**config.mk**
```make
export PLATFORM = sky130hd
export DESIGN_NAME = vram_arbiter_flat
export DESIGN_NICKNAME = d
export VERILOG_FILES = /design/src/rtl/vram_arbiter_if.sv /design/src/rtl/vram_arbiter.sv /design/src/flat_wrapper.sv
export SDC_FILE = /design/constraint.sdc
export NUM_CORES = 1
export LEC_CHECK = 0
export ABC_AREA = 0
export BUFFER_PORTS_ARGS = -buffer_cell sky130_fd_sc_hd__buf_2
export CORE_UTILIZATION = 47
export CTS_BUF_LIST = sky130_fd_sc_hd__clkbuf_4
export DETAILED_ROUTE_END_ITERATION = 8
export PLACE_DENSITY = 0.77
export SYNTH_ARGS = -nofsm -noshare
export SYNTH_HDL_FRONTEND = slang
export SYNTH_SLANG_ARGS = --single-unit
```
**constraint.sdc**
```tcl
create_clock -name clk -period 1.4 [get_ports clk]
set_input_delay 0.21 -clock clk [delete_from_list [all_inputs] [get_ports clk]]
set_output_delay 0.21 -clock clk [all_outputs]
set_load 0.01 [all_outputs]
```
**src/rtl/vram_arbiter_if.sv**
```systemverilog
// Bus bundle between the VRAM arbiter, its two requesters and the VRAM macro.
// vid_req is always taken; vid_valid follows two cycles later. cpu_start is taken only while cpu_busy=0, and cpu_done pulses once per taken request.
interface vram_arbiter_if #(
   parameter int ADDR_W = 14,
   parameter int DATA_W = 8
);
   logic              vid_req;
   logic [ADDR_W-1:0] vid_addr;
   logic [DATA_W-1:0] vid_data;
   logic              vid_valid;
   logic              cpu_start;
   logic              cpu_we;
   logic [ADDR_W-1:0] cpu_addr;
   logic [DATA_W-1:0] cpu_wdata;
   logic [DATA_W-1:0] cpu_rdata;
   logic              cpu_busy;
   logic              cpu_done;
   logic [ADDR_W-1:0] ram_addr;
   logic              ram_we;
   logic [DATA_W-1:0] ram_d;
   logic [DATA_W-1:0] ram_q;

   modport master (
      output vid_req, vid_addr, cpu_start, cpu_we, cpu_addr, cpu_wdata, ram_q,
      input  vid_data, vid_valid, cpu_rdata, cpu_busy, cpu_done, ram_addr, ram_we, ram_d
   );

   modport slave (
      input  vid_req, vid_addr, cpu_start, cpu_we, cpu_addr, cpu_wdata, ram_q,
      output vid_data, vid_valid, cpu_rdata, cpu_busy, cpu_done, ram_addr, ram_we, ram_d
   );
endinterface

```
**src/rtl/vram_arbiter.sv**
```systemverilog
// Single-port VRAM arbiter: pixel fetch has absolute priority, CPU accesses fill
// the remaining slots. Reads return through a 2-stage tag pipeline.
module vram_arbiter #(
   parameter int ADDR_W = 14,
   parameter int DATA_W = 8
) (
   input  logic          clk,
   input  logic          nreset,
   vram_arbiter_if.slave bus,
   output logic [1:0]    o_dbg_state
);

   typedef enum logic [1:0] {
      ST_IDLE    = 2'd0,
      ST_WAIT    = 2'd1,
      ST_RD_PEND = 2'd2
   } state_t;

   typedef enum logic [1:0] {
      TAG_NONE = 2'd0,
      TAG_VID  = 2'd1,
      TAG_CPU  = 2'd2
   } tag_t;

   state_t            r_state;
   state_t            w_state_nxt;
   logic              r_busy;
   logic              w_busy_nxt;
   logic              r_done;
   logic              w_done_nxt;
   logic              r_wr_pend;
   logic              w_wr_pend_nxt;
   logic              w_latch;
   logic              w_issue;
   logic              w_rd_capture;

   logic              r_we_l;
   logic [ADDR_W-1:0] r_addr_l;
   logic [DATA_W-1:0] r_wdata_l;

   tag_t              r_tag1;
   tag_t              r_tag2;
   logic [ADDR_W-1:0] r_ram_addr;
   logic              r_ram_we;
   logic [DATA_W-1:0] r_ram_d;
   logic [DATA_W-1:0] r_vid_data;
   logic              r_vid_valid;
   logic [DATA_W-1:0] r_cpu_rdata;

   always_ff @(posedge clk or negedge nreset) begin
      if (!nreset) begin
         r_state   <= ST_IDLE;
         r_busy    <= 1'b0;
         r_done    <= 1'b0;
         r_wr_pend <= 1'b0;
      end else begin
         r_state   <= w_state_nxt;
         r_busy    <= w_busy_nxt;
         r_done    <= w_done_nxt;
         r_wr_pend <= w_wr_pend_nxt;
      end
   end

   // A write completes one edge after it is issued; r_wr_pend marks that cycle.
   always_comb begin
      w_state_nxt   = r_state;
      w_busy_nxt    = r_busy;
      w_done_nxt    = 1'b0;
      w_wr_pend_nxt = r_wr_pend;
      w_latch       = 1'b0;
      w_issue       = 1'b0;
      w_rd_capture  = 1'b0;
      case (r_state)
         ST_IDLE: begin
            if (bus.cpu_start) begin
               w_latch     = 1'b1;
               w_busy_nxt  = 1'b1;
               w_state_nxt = ST_WAIT;
            end
         end
         ST_WAIT: begin
            if (r_wr_pend) begin
               w_done_nxt    = 1'b1;
               w_busy_nxt    = 1'b0;
               w_wr_pend_nxt = 1'b0;
               w_state_nxt   = ST_IDLE;
            end else if (!bus.vid_req) begin
               w_issue = 1'b1;
               if (r_we_l) begin
                  w_wr_pend_nxt = 1'b1;
               end else begin
                  w_state_nxt = ST_RD_PEND;
               end
            end
         end
         ST_RD_PEND: begin
            if (r_tag2 == TAG_CPU) begin
               w_rd_capture = 1'b1;
               w_done_nxt   = 1'b1;
               w_busy_nxt   = 1'b0;
               w_state_nxt  = ST_IDLE;
            end
         end
         default: begin
            w_state_nxt = ST_IDLE;
         end
      endcase
   end

   always_ff @(posedge clk or negedge nreset) begin
      if (!nreset) begin
         r_we_l    <= 1'b0;
         r_addr_l  <= '0;
         r_wdata_l <= '0;
      end else if (w_latch) begin
         r_we_l    <= bus.cpu_we;
         r_addr_l  <= bus.cpu_addr;
         r_wdata_l <= bus.cpu_wdata;
      end
   end

   // Slot selection: video beats CPU; an idle slot keeps the last address.
   always_ff @(posedge clk or negedge nreset) begin
      if (!nreset) begin
         r_ram_addr <= '0;
         r_ram_we   <= 1'b0;
         r_ram_d    <= '0;
         r_tag1     <= TAG_NONE;
         r_tag2     <= TAG_NONE;
      end else begin
         r_tag2 <= r_tag1;
         if (bus.vid_req) begin
            r_ram_addr <= bus.vid_addr;
            r_ram_we   <= 1'b0;
            r_tag1     <= TAG_VID;
         end else if (w_issue) begin
            r_ram_addr <= r_addr_l;
            r_ram_we   <= r_we_l;
            r_ram_d    <= r_wdata_l;
            r_tag1     <= r_we_l ? TAG_NONE : TAG_CPU;
         end else begin
            r_ram_we <= 1'b0;
            r_tag1   <= TAG_NONE;
         end
      end
   end

   always_ff @(posedge clk or negedge nreset) begin
      if (!nreset) begin
         r_vid_valid <= 1'b0;
         r_vid_data  <= '0;
         r_cpu_rdata <= '0;
      end else begin
         r_vid_valid <= (r_tag2 == TAG_VID);
         if (r_tag2 == TAG_VID) begin
            r_vid_data <= bus.ram_q;
         end
         if (w_rd_capture) begin
            r_cpu_rdata <= bus.ram_q;
         end
      end
   end

   assign bus.vid_data  = r_vid_data;
   assign bus.vid_valid = r_vid_valid;
   assign bus.cpu_rdata = r_cpu_rdata;
   assign bus.cpu_busy  = r_busy;
   assign bus.cpu_done  = r_done;
   assign bus.ram_addr  = r_ram_addr;
   assign bus.ram_we    = r_ram_we;
   assign bus.ram_d     = r_ram_d;
   assign o_dbg_state   = r_state;

endmodule

```
**src/flat_wrapper.sv**
```systemverilog
// flat-port wrapper written by rule: the top's interface ports become plain ports
module vram_arbiter_flat 
#(
   parameter int ADDR_W = 14,
   parameter int DATA_W = 8
)
  (clk, nreset, o_dbg_state, bus_vid_req, bus_vid_addr, bus_cpu_start, bus_cpu_we, bus_cpu_addr, bus_cpu_wdata, bus_ram_q, bus_vid_data, bus_vid_valid, bus_cpu_rdata, bus_cpu_busy, bus_cpu_done, bus_ram_addr, bus_ram_we, bus_ram_d);
  vram_arbiter_if #(.ADDR_W(ADDR_W), .DATA_W(DATA_W)) bus_i ();
  input  logic clk;
  input  logic nreset;
  output logic [1:0] o_dbg_state;
  input wire logic [$bits(bus_i.vid_req)-1:0] bus_vid_req;
  input wire logic [$bits(bus_i.vid_addr)-1:0] bus_vid_addr;
  input wire logic [$bits(bus_i.cpu_start)-1:0] bus_cpu_start;
  input wire logic [$bits(bus_i.cpu_we)-1:0] bus_cpu_we;
  input wire logic [$bits(bus_i.cpu_addr)-1:0] bus_cpu_addr;
  input wire logic [$bits(bus_i.cpu_wdata)-1:0] bus_cpu_wdata;
  input wire logic [$bits(bus_i.ram_q)-1:0] bus_ram_q;
  output wire logic [$bits(bus_i.vid_data)-1:0] bus_vid_data;
  output wire logic [$bits(bus_i.vid_valid)-1:0] bus_vid_valid;
  output wire logic [$bits(bus_i.cpu_rdata)-1:0] bus_cpu_rdata;
  output wire logic [$bits(bus_i.cpu_busy)-1:0] bus_cpu_busy;
  output wire logic [$bits(bus_i.cpu_done)-1:0] bus_cpu_done;
  output wire logic [$bits(bus_i.ram_addr)-1:0] bus_ram_addr;
  output wire logic [$bits(bus_i.ram_we)-1:0] bus_ram_we;
  output wire logic [$bits(bus_i.ram_d)-1:0] bus_ram_d;
  assign bus_i.vid_req = bus_vid_req;
  assign bus_i.vid_addr = bus_vid_addr;
  assign bus_i.cpu_start = bus_cpu_start;
  assign bus_i.cpu_we = bus_cpu_we;
  assign bus_i.cpu_addr = bus_cpu_addr;
  assign bus_i.cpu_wdata = bus_cpu_wdata;
  assign bus_i.ram_q = bus_ram_q;
  assign bus_vid_data = bus_i.vid_data;
  assign bus_vid_valid = bus_i.vid_valid;
  assign bus_cpu_rdata = bus_i.cpu_rdata;
  assign bus_cpu_busy = bus_i.cpu_busy;
  assign bus_cpu_done = bus_i.cpu_done;
  assign bus_ram_addr = bus_i.ram_addr;
  assign bus_ram_we = bus_i.ram_we;
  assign bus_ram_d = bus_i.ram_d;
  vram_arbiter #(.ADDR_W(ADDR_W), .DATA_W(DATA_W)) u_core (.clk(clk), .nreset(nreset), .bus(bus_i), .o_dbg_state(o_dbg_state));
endmodule
```
== Word level (Yosys, flattened, before mapping) ==
Index checks and enable logic that the tools add are counted.
W data, S select, Z words.
Word-level totals
  bits in registers: 72
  bits in latches: 0
  memory bits (writable): 0
  ROM bits: 0
  bits of input ports: 49
  output and inout port bits: 44
  word-level logic and storage cells: 60
  memories: 0
Operators by class
  add/subtract/negate cells: 0
  $mul: 0
  div/mod/pow operators: 0
  order comparisons: 0
  equality and inequality tests: 9
  shifts and indexed selects: 0
  muxes and demuxes: 29
  bitwise logic cells: 1
  reductions and logical operators: 6
Operators with widths (number)
  $mux W14: 2
  $mux W1: 16
  $mux W2: 8
  $reduce_and A4 Y1: 2
  $ne A3 B2 Y1 const B: 2
  $pmux W2 S3: 1
  $eq A2 B1 Y1 const B: 2
  $eq A2 B2 Y1 const B: 2
  $ne A2 B1 Y1 const B: 2
  $pmux W1 S3: 1
  $reduce_bool A3 Y1: 1
  $logic_not A2 Y1: 1
  $ne A2 B2 Y1 const B: 1
  $pmux W1 S2: 1
  $reduce_and A2 Y1: 1
  $reduce_bool A2 Y1: 1
  $not A1 Y1: 1

== Depth between registers and ports, before layout ==
  word-level depth: 5
  depth in mapped cells: 7
  depth with buffers taken out: 5

== Worst setup path before layout ==
No wires, ideal clock.
  path type: register to register
  start point: register u_core.r_state[1], in the netlist u_core.o_dbg_state[1]
  end point: register u_core.r_state[0], in the netlist u_core.o_dbg_state[0]
  library setup time: 0.128 ns
  arrival: 1.482 ns
  required time: 1.272 ns
  path slack: -0.209 ns
  stages on the path, launching flop included: 6
  path buffers: 0
  period minus slack after synthesis: 1.609 ns
  path through: dfrtp_1 > inv_1 > ha_1 > and2b_1 > a221oi_2 > mux2_1
Between the ends
  longest elaborated chain between the ends: 3
  elaborated cells between the ends (all ways): 9
  classes of those cells: eq/ne: 6; mux: 1; reduce/logical: 2
RTL lines
  from (decl): line vram_arbiter.sv:25  | state_t r_state;
  from (signal assigned): line vram_arbiter.sv:57  | r_state <= w_state_nxt;
  $eq A2 B1 Y1 (tied with other cells): line vram_arbiter.sv:73  | case (r_state)
  $ne A3 B2 Y1 (no line) (tied with other cells)
  $reduce_and A4 Y1 (no line)
Several ways; a longest one is shown, not always the timed one.
A chain may end at the register's enable or synchronous reset.

== Worst setup path after layout ==
  start point: register u_core.r_state[0], in the netlist u_core.o_dbg_state[0]
  end point: register u_core.r_state[0], in the netlist u_core.o_dbg_state[0]
The elaborated chain is that of the path after synthesis.

==> flow_summary.toml <==
[outcome]
status = "finished with violations"
violations = "setup timing"

[grt]
antenna_found_initial = 0
grt-ovfl-total = 0
grt_pass1_wl_um = 9270
grt_pass1_vias = 2014
grt_use_total_pct = 19.3
grt_start_max_net_pins = 30

[setup_path]
path_class = "reg -> reg"
slowest_stage = "dfrtp_2"
worstPathCellList = "ha_4, and2b_2, a221oi_2, mux2_1"
cp_data_required_time_ns = 1.69
rr_worst_depth = 4
critPathMaxStageDelay_ns = 0.46
worstPathMaxFanout = 4
start_kind = "register"
reg2reg_slack_ns = -0.12
end_kind = "register"
reg2reg_to = "u_core.o_dbg_state[0]"
r2r-start = "u_core.o_dbg_state[0]"
arrival_ns = 1.81

[synth]
synthFlopType = "dfrtp_1"
yosys_warnings = 0
seq_area_frac_synth_pct = 62.1
synth-seq-cells = 72
synth_area_leaders = "dfrtp_1, mux2_2, mux2i_1"
synth_area_um2 = 2900
synth_top_area_share_pct = 62.1
synth_async_sr_flop_share_pct = 100
yosysTopAreaCell = "dfrtp_1"
syn_nets = 254
synthCells = 200
avgSynthCellArea_um2 = 14.5
netlist-cell-type-count = 27
synth_edf_count = 0
yosysMostFrequentCell = "dfrtp_1"
synthTopCellsByCount = "dfrtp_1, mux2_2, nand2_1"

[routing]
routed-wl-met2_um = 2790
wl_per_cell_um = 14.7
top_layer_used = "met4"
ant_nets = 0
drt-met1-wl_um = 2620
vias = 1950
viasPerCell = 4.90
drc = 0
wl_um = 5840
met3_wirelength_um = 366
dr.pass1.iters = 4
drt_iter0_markers = 75

[sta]
finalHoldViolCount = 0
fin_skew_ns = 0.0110
slew_headroom_pct = 79.5
post-route-period-util_pct = 109
rsz0062_at_grt = "yes"
worstMarginPinSlew_ns = 0.307
fin_ws_ns = -0.122
slew_violations = 0
period_minus_slack_ns = 1.52
max_freq_mhz = 657
setup_tns_ns = -2.09
finalSetupViolCount = 40

[finish]
fin_cells = 398
nets = 372
fillers = 452
synthToLayoutAreaGrowth_pct = 36.4
drive_gt1_share_pct = 60.7
insertedDiodeCount = 0

[clock_network]
numCtsBuffers = 9
h-tree-depth = 3
clock-sinks = 72
cts_tree = "done"
clock_path_buffers = 2
cts_root_buffer = "clkbuf_4"
clkTransAtPathRegs_ns = 0.12
insertion_delay_ns = 0.39

[min_path]
hold_class = "in -> reg"
min_to = "u_core.bus.ram_addr[8]"
hp-start = "bus_vid_addr[8]"
whs_path_depth = 3

[pwr]
peakVddDrop_v = 0.00122
powerDensity_nw_per_um2 = 2150
leakagePower_nw = 1.99

[die]
die_w_um = 80.6
start_util_pct = 49.0
dieArea_um2 = 6490
die_y_um = 80.6
pin_count = 93
rows = 28
core-area_um2 = 5920

[placed_design]
placed_cells = 372
gp_routability_congestion = 0.806
dp_hpwl_um = 4000
io_buffers = 92

[flow_run]
maxCapViolations = 0
## cell type report
cell class	count	area [um^2]	area share [%]
well taps	75	93.8	2.37
flip-flops and latches	72	1800	45.6
clock inverters	6	60.1	1.52
multi-input cells	115	1130	28.7
inverters	4	15.0	0.380
clock buffers	10	75.1	1.90
repair buffers	116	773	19.5
## how the worst max path moves through the flow
| stage | startpoint | to | slack, ns | depth (start not counted) |
|---|---|---|---|---|
| final | u_core.o_dbg_state[0] | u_core.o_dbg_state[0] | -0.12 | 4 |
| after global routing | u_core.o_dbg_state[1] | u_core.o_dbg_state[0] | -0.17 | 5 |
| after CTS | u_core.o_dbg_state[0] | u_core.o_dbg_state[0] | -0.13 | 4 |
| after detailed placement | u_core.o_dbg_state[0] | u_core.bus.cpu_rdata[2] | -0.17 | 4 |
| after global placement | u_core.o_dbg_state[0] | u_core.o_dbg_state[0] | -0.10 | 4 |
| after floorplan | u_core.o_dbg_state[1] | u_core.o_dbg_state[0] | -0.11 | 5 |
## cells in the final DEF, fill, tap and decap left out, drive strengths merged, types with 3 or more instances in the layout
cell    count
buf       112
dfrtp      72
mux2       48
nand2      16
mux2i      15
o21ai      14
clkbuf     12
ha          5
inv         4
clkinv      4
nor2b       3
## flip-flops by register name, summed over array words and instances, names as in the netlist, 8 cells and up
name and flops:
u_core.bus.vid_data 8, u_core.bus.cpu_rdata 8, u_core.bus.ram_addr 14, u_core.r_wdata_l 8
u_core.bus.ram_d 8, u_core.r_addr_l 14
## worst max-delay path, delay by kind of cell, from the launching register on
kind            cells  cell delay (ns)
compound gates      1             0.23
fa+ha+maj           1             0.18
flops               1             0.46
mux                 1             0.34
simple gates        1             0.22
## metal layers
metal | up-vias | track usage [%]
met4 | 0 | 7.50
met3 | 7 | 5.34
met5 | - | 0
met1 | 941 | 24.5
li1 | 935 | -
met2 | 67 | 31.1
## stage by stage
step | cell area (um^2) | worst slack, ns | hold slack (ns) | util (%) | power (W)
4_1_cts | 3880 | -0.128 | 0.00409 | 65.6 | 0.00836
3_5_place_dp | 3620 | -0.166 | 0.126 | 61.1 | 0.00680
2_1_floorplan | 2980 | -0.111 | -0.0856 | - | 0.00564
5_1_grt | 3960 | -0.171 | 0.00942 | 66.8 | 0.00910
3_3_place_gp | 3620 | -0.104 | 0.125 | 61.1 | 0.00667
6_report | 3960 | -0.122 | 0.0307 | 66.8 | 0.00852
## kinds of logic (layout without fill, tap and decap cells)
family	after synthesis	after routing	synth area share (%)
buf+inv	13	136	2.29
fa+ha+maj	5	5	2.16
flops	72	72	62.1
mux	63	63	23.8
simple gates	26	26	4.49
compound gates	21	21	5.13
## what timing repair did
| item | CTS | global route |
|---|---|---|
| gates resized for setup | 11 | 8 |
| hold buffers | 2 | 0 |
| endpoints found under the setup margin | 43 | 58 |
| pin swaps | 0 | 2 |
| endpoints found under the hold margin | 73 | 0 |
| buffers inserted | 4 | 1 |
| gates cloned | 1 | 2 |
## power by group
part	switching [W]	leakage (nW)	internal (W)
clock	0.000704	0.0738	0.000556
combinational	0.00157	1.06	0.00228
sequential	0.000479	0.858	0.00294
total	0.00275	1.99	0.00577
Power figures use the tool's default switching activity.
